File: src/rtl/seg_pkg.sv
// Shared types and constants for the multiplexed seven-segment scan controller.
package seg_pkg;

    localparam int unsigned BCD_W   = 4;
    localparam int unsigned BCD_MAX = 9;
    localparam int unsigned DEC_W   = 8;

    typedef logic [BCD_W-1:0] bcd_t;

    // True when the nibble is a displayable decimal digit.
    function automatic logic bcd_valid(input bcd_t d);
        return d <= bcd_t'(BCD_MAX);
    endfunction

endpackage

File: src/rtl/seg_prescaler.sv
// Slot-rate prescaler: tick_c is high for the one cycle the count reaches PRESCALE-1.
module seg_prescaler #(
    parameter int unsigned PRESCALE = 50000
) (
    input  logic clk,
    input  logic rst_n,
    output logic tick_c
);

    localparam int unsigned CNT_W = (PRESCALE > 2) ? $clog2(PRESCALE) : 1;

    logic [CNT_W-1:0] cnt_q;
    logic [CNT_W-1:0] cnt_d;

    assign tick_c = (cnt_q == CNT_W'(PRESCALE - 1));

    always_comb begin
        cnt_d = cnt_q + CNT_W'(1);
        if (tick_c) begin
            cnt_d = '0;
        end
    end

    always_ff @(posedge clk or negedge rst_n) begin
        if (!rst_n) begin
            cnt_q <= '0;
        end else begin
            cnt_q <= cnt_d;
        end
    end

endmodule

File: src/rtl/seg_scan_ctrl.sv
// Multiplexed BCD display scanner with tear-free double-buffered loads.
// Define SEG_SCAN_LZB_EN to blank leading zeros above the most significant nonzero digit.
module seg_scan_ctrl
    import seg_pkg::*;
#(
    parameter int unsigned N_DIGITS = 4,
    parameter int unsigned PRESCALE = 50000
) (
    input  logic                        clk,
    input  logic                        rst_n,
    input  logic                        load,
    input  logic [BCD_W*N_DIGITS-1:0]   value_in,
    output logic                        ready,
    output logic [DEC_W-1:0]            dec_out,
    output logic [N_DIGITS-1:0]         an_n,
    output logic                        frame_tick
);

    localparam int unsigned IDX_W = $clog2(N_DIGITS);
    localparam int unsigned VAL_W = BCD_W * N_DIGITS;

    logic                slot_tick_c;
    logic                wrap_c;

    logic [IDX_W-1:0]    idx_q,      idx_d;
    logic [VAL_W-1:0]    shadow_q,   shadow_d;
    logic [VAL_W-1:0]    display_q,  display_d;
    logic                pending_q,  pending_d;
    logic                ready_q,    ready_d;
    logic [N_DIGITS-1:0] an_n_q,     an_n_d;
    logic [DEC_W-1:0]    dec_out_q,  dec_out_d;
    logic                frame_q,    frame_d;

    bcd_t                disp_digit_c [N_DIGITS];
    logic [N_DIGITS-1:0] lit_c;
    bcd_t                cur_digit_c;
    logic                blank_c;

    seg_prescaler #(
        .PRESCALE (PRESCALE)
    ) u_prescaler (
        .clk    (clk),
        .rst_n  (rst_n),
        .tick_c (slot_tick_c)
    );

    // Scan index, shadow/display double buffer and handshake.
    always_comb begin
        idx_d     = idx_q;
        shadow_d  = shadow_q;
        display_d = display_q;
        pending_d = pending_q;
        wrap_c    = slot_tick_c && (idx_q == IDX_W'(N_DIGITS - 1));

        if (slot_tick_c) begin
            idx_d = wrap_c ? '0 : idx_q + IDX_W'(1);
        end

        // A load taken on the wrap cycle only fills the shadow; pending was clear.
        if (load && ready_q) begin
            shadow_d  = value_in;
            pending_d = 1'b1;
        end else if (wrap_c && pending_q) begin
            display_d = shadow_q;
            pending_d = 1'b0;
        end

        ready_d = ~pending_d;
        frame_d = wrap_c;
    end

    // Digit lookup and blanking for the current slot.
    always_comb begin
        for (int i = 0; i < int'(N_DIGITS); i++) begin
            disp_digit_c[i] = display_q[i*BCD_W +: BCD_W];
        end
`ifdef SEG_SCAN_LZB_EN
        lit_c = '0;
        begin : lzb
            logic seen;
            seen = 1'b0;
            for (int i = int'(N_DIGITS) - 1; i >= 0; i--) begin
                seen     = seen | (disp_digit_c[i] != '0) | (i == 0);
                lit_c[i] = seen;
            end
        end
`else
        lit_c = '1;
`endif
        cur_digit_c = disp_digit_c[idx_q];
        blank_c     = !lit_c[idx_q] || !bcd_valid(cur_digit_c);
        an_n_d      = blank_c ? '1 : ~(N_DIGITS'(1) << idx_q);
        dec_out_d   = blank_c ? '0 : DEC_W'(cur_digit_c);
    end

    always_ff @(posedge clk or negedge rst_n) begin
        if (!rst_n) begin
            idx_q     <= '0;
            shadow_q  <= '0;
            display_q <= '0;
            pending_q <= 1'b0;
            ready_q   <= 1'b1;
            an_n_q    <= '1;
            dec_out_q <= '0;
            frame_q   <= 1'b0;
        end else begin
            idx_q     <= idx_d;
            shadow_q  <= shadow_d;
            display_q <= display_d;
            pending_q <= pending_d;
            ready_q   <= ready_d;
            an_n_q    <= an_n_d;
            dec_out_q <= dec_out_d;
            frame_q   <= frame_d;
        end
    end

    assign ready      = ready_q;
    assign an_n       = an_n_q;
    assign dec_out    = dec_out_q;
    assign frame_tick = frame_q;

endmodule
File: config.mk
export PLATFORM = sky130hd
export DESIGN_NAME = seg_scan_ctrl
export DESIGN_NICKNAME = d
export VERILOG_FILES = /design/src/rtl/seg_pkg.sv /design/src/rtl/seg_prescaler.sv /design/src/rtl/seg_scan_ctrl.sv
export SDC_FILE = /design/constraint.sdc
export NUM_CORES = 1
export LEC_CHECK = 0
export BUFFER_PORTS_ARGS = -buffer_cell sky130_fd_sc_hd__buf_2
export CAP_MARGIN = 25
export CORE_MARGIN = 2
export CORE_UTILIZATION = 45
export DETAILED_ROUTE_END_ITERATION = 6
export GPL_TIMING_DRIVEN = 0
export PLACE_DENSITY = 0.79
export SLEW_MARGIN = 20
export SYNTH_ARGS = -nofsm -noshare
export SYNTH_HDL_FRONTEND = slang
export SYNTH_SLANG_ARGS = --single-unit
export TNS_END_PERCENT = 1
File: constraint.sdc
create_clock -name clk -period 2.18 [get_ports clk]
set_input_delay 0.218 -clock clk [delete_from_list [all_inputs] [get_ports clk]]
set_output_delay 0.218 -clock clk [all_outputs]
set_load 0.1 [all_outputs]
==> qor.tcl <==
set qor(status) {finished clean}
set qor(io_port_bufs) 28
set qor(cp_max_fo) 10
set qor(netSwitchingFraction_pct) 22.57
set qor(required_ns) 2.39
set qor(critical_path.endpoint_type) {register}
set qor(largest_net_degree_at_the_start_of_global_routing) 62
set qor(unique_cell_type_count_in_the_yosys_netlist) 34
set qor(fraction_of_final_layout_cells_sized_beyond_drive_strength_1_pct) 39.91
set qor(netlist_instances) 186
set qor(post-route-period-util_pct) 98.60
set qor(final_number_of_max_transition_violations) 0
set qor(critical_path.startpoint_type) {register}
set qor(pin_count) 33
set qor(yosysWarningCount) 0
set qor(dp.cells) 289
set qor(setup_violators_final) 0
set qor(antenna_cells) 0
set qor(die-height_um) 80.27
set qor(clkSlewWorstSetupHoldPaths_ns) 0.06
set qor(min_clock_period_post_route_ns) 2.150
set qor(clock_latency_ns) 0.33
set qor(detail_route.drc_violations) 0
set qor(synth-seq-cells) 61
set qor(detailedRoute.firstPassIterationCount) 4
set qor(met1_usage_pct) 21.01
set qor(grt_antenna_before_repair) 0
set qor(start_util_pct) 46.96
set qor(cts_tree) {built}
set qor(critical_path_arrival_ns) 2.36
set qor(clock_power_share_pct) 39.0
set qor(final_cell_count_without_fillers) 305
set qor(rsz_0062_raised_after_global_routing) {yes}
set qor(drt_first_iter_violations) 67
set qor(syn_avg_cell_area_um2) 14.07
set qor(yosys-top-cells-area) {sky130_fd_sc_hd__dfrtp_1 (54%), sky130_fd_sc_hd__mux2_2 (9.5%), sky130_fd_sc_hd__mux2_4 (5.7%)}
set qor(worst-slew-pin-transition_ns) 0.7377
set qor(cts.sinks) 61
set qor(drt-wirelength-per-cell_um) 14.25
set qor(layout.cells.most_common) {sky130_fd_sc_hd__dfrtp_1}
set qor(layout.cells.most_common_list) {sky130_fd_sc_hd__dfrtp_1 (56), sky130_fd_sc_hd__buf_2 (27), sky130_fd_sc_hd__mux2_2 (22), sky130_fd_sc_hd__nand2_1 (12)}
set qor(share_of_yosys_cell_area_claimed_by_the_top_area_cell_type_pct) 53.54
set qor(die_width_um) 80.27
set qor(regToRegSetupSlack_ns) 0.03
set qor(detailed_place_hpwl_um) 3008
set qor(power.net_switching_uw) 543.6
set qor(synth-seq-area-share_pct) 58.56
set qor(grt_overflow) 0
set qor(finalClockSkew_ns) 0.008561
set qor(antenna_left) 0
set qor(power.density_cell_area_mw_per_mm2) 785.3
set qor(comb_power_share_pct) 7.8
set qor(p_int_mw) 1.865
set qor(tritoncts.num_buffers) 9
set qor(synth_area_mm2) 0.002618
set qor(fmax_ghz) 0.4652
set qor(detail_route.vias_per_cell) 5.000
set qor(static-leakage-power_nw) 1.494
set qor(grt_usage_pct) 15.78
set qor(p_total_mw) 2.408
set qor(final.fill_count) 470
set qor(max-clock-path-buffers) 2
set qor(drv_cap) 0
set qor(timing.max_slew.rel_slack_pct) 50.82
set qor(met3_usage_pct) 6.180
set qor(nets) 254
set qor(seq_power_share_pct) 53.2
set qor(vdd.ir_drop.worst_v) 0.0004005
set qor(grt_first_pass_wirelength_um) 7445
set qor(grt.met2_usage_pct) 22.25
set qor(hold_viol_final) 0
set qor(critPathKind) {reg -> reg}
set qor(place_congestion) 0.8482
set qor(hold_class) {in -> reg}
set qor(netlist.top_cell.by_area) {sky130_fd_sc_hd__dfrtp_1}
set qor(relative_area_change_from_synthesis_to_final_layout_pct) 17.16
set qor(route.final.wire_length_um) 4346
set qor(cts_htree_levels) 3
set qor(cts.root.buffer_cell) {sky130_fd_sc_hd__clkbuf_8}
set qor(fp.dieArea_mm2) 0.006442
set qor(grt_pass1_vias) 1552
set qor(std_cell_rows) 27
set qor(num_vias) 1525
set qor(globalRoute.busiestLayer) {met2}
set qor(placeable_core_region_mm2) 0.005574
## worst max-delay path, stage by stage (launching register included)
cell,delay (ns)
sky130_fd_sc_hd__dfrtp_1,0.42
sky130_fd_sc_hd__or4b_4,0.58
sky130_fd_sc_hd__nor4_4,0.39
sky130_fd_sc_hd__nand4_4,0.14
sky130_fd_sc_hd__buf_6,0.19
sky130_fd_sc_hd__mux2_4,0.31
## final timing paths
kind                                         to  depth (start not counted)                  from
max                                display_q[2]                          5  u_prescaler.cnt_q[4]
min in group asynchronous          shadow_q[10]                          2                 rst_n
min                                 shadow_q[3]                          2           value_in[3]
min reg2reg                u_prescaler.cnt_q[0]                          1  u_prescaler.cnt_q[0]
max reg2reg                        display_q[2]                          5  u_prescaler.cnt_q[4]
max in group asynchronous  u_prescaler.cnt_q[9]                          2                 rst_n
## area by class of cell
| type | count | area (um2) | share of cell area [%] |
|---|---|---|---|
| multi-input cells | 115 | 1031 | 33.62 |
| clock buffers | 12 | 145.1 | 4.733 |
| clock inverters | 2 | 35.03 | 1.142 |
| plain buffers | 8 | 53.80 | 1.754 |
| repair buffers | 30 | 160.2 | 5.222 |
| flip-flops and latches | 61 | 1533 | 49.98 |
| well taps | 72 | 90.09 | 2.938 |
| inverters | 5 | 18.77 | 0.6120 |
## cell families after synthesis
kind of cell / Yosys count / share of synthesized area [%]
compound gates: 7 / 1.577
xor+xnor: 12 / 4.015
fa+ha+maj: 5 / 2.390
buf+inv: 13 / 2.725
flops: 61 / 58.56
mux: 37 / 19.02
other cells: 1 / 0.1433
simple gates: 50 / 11.57
## sequential cells by signal, summed over array words and instances (netlist names)
register / cells
idx_q: 2
u_prescaler.cnt_q: 16
shadow_q: 16
frame_tick: 1
ready: 1
dec_out: 4
an_n: 4
pending_q: 1
display_q: 16
## what timing repair did
item / in CTS / in global routing
resized for setup: 0 / 3
pin swaps: 2 / 2
endpoints found under the hold margin: 56 / 0
endpoints found under the setup margin: 10 / 26
hold buffers: 1 / 0
setup buffers: 1 / 0
## synthesized netlist by cell type, drive strengths merged
| library cell | count |
|---|---|
| or3 | 1 |
| nand2 | 12 |
| buf | 5 |
| nor2b | 3 |
| nor3 | 2 |
| mux4 | 4 |
| and4 | 2 |
| ha | 5 |
| xor2 | 4 |
| nand4 | 6 |
| nor3b | 1 |
| or4b | 2 |
| conb | 1 |
| and2 | 2 |
| nand2b | 1 |
| a21oi | 1 |
| mux2 | 32 |
| a22o | 1 |
| mux2i | 1 |
| nand3 | 4 |
| o21ai | 4 |
| a21boi | 1 |
| nand3b | 1 |
| nor2 | 10 |
| dfrtp | 56 |
| dfstp | 5 |
| clkbuf | 3 |
| inv | 5 |
| nor4 | 3 |
| xnor2 | 8 |
## routing by layer
layer / share of wire [%] / vias to the layer above
met5: 0 / -
met4: 2.2 / 0
met3: 5.5 / 10
met2: 46 / 35
met1: 46 / 752
li1: - / 728
## power by group through the flow
stage               clock (mW)  combinational [mW]  sequential [mW]
finish                   0.939               0.188             1.28
detailed placement           0               0.191             1.30
global route              1.03               0.207             1.29
floorplan                    0               0.128             1.29
global placement             0               0.183             1.29
CTS                      0.965               0.192             1.28
## per-stage QoR
step	TNS, ns	cell area, um2	utilization (%)	hold slack (ns)	worst slack [ns]
after floorplan	0	2629	-	-0.07759	0.1226
after global placement	-0.005853	2859	51.29	0.4501	-0.003680
after CTS	0	3059	54.88	0.09819	0.004653
after detailed placement	-0.1498	2861	51.34	0.3319	-0.01875
final	0	3067	55.02	0.1135	0.03046
after global routing	-0.3471	3067	55.02	0.1020	-0.04231
Power figures use the tool's default switching activity.
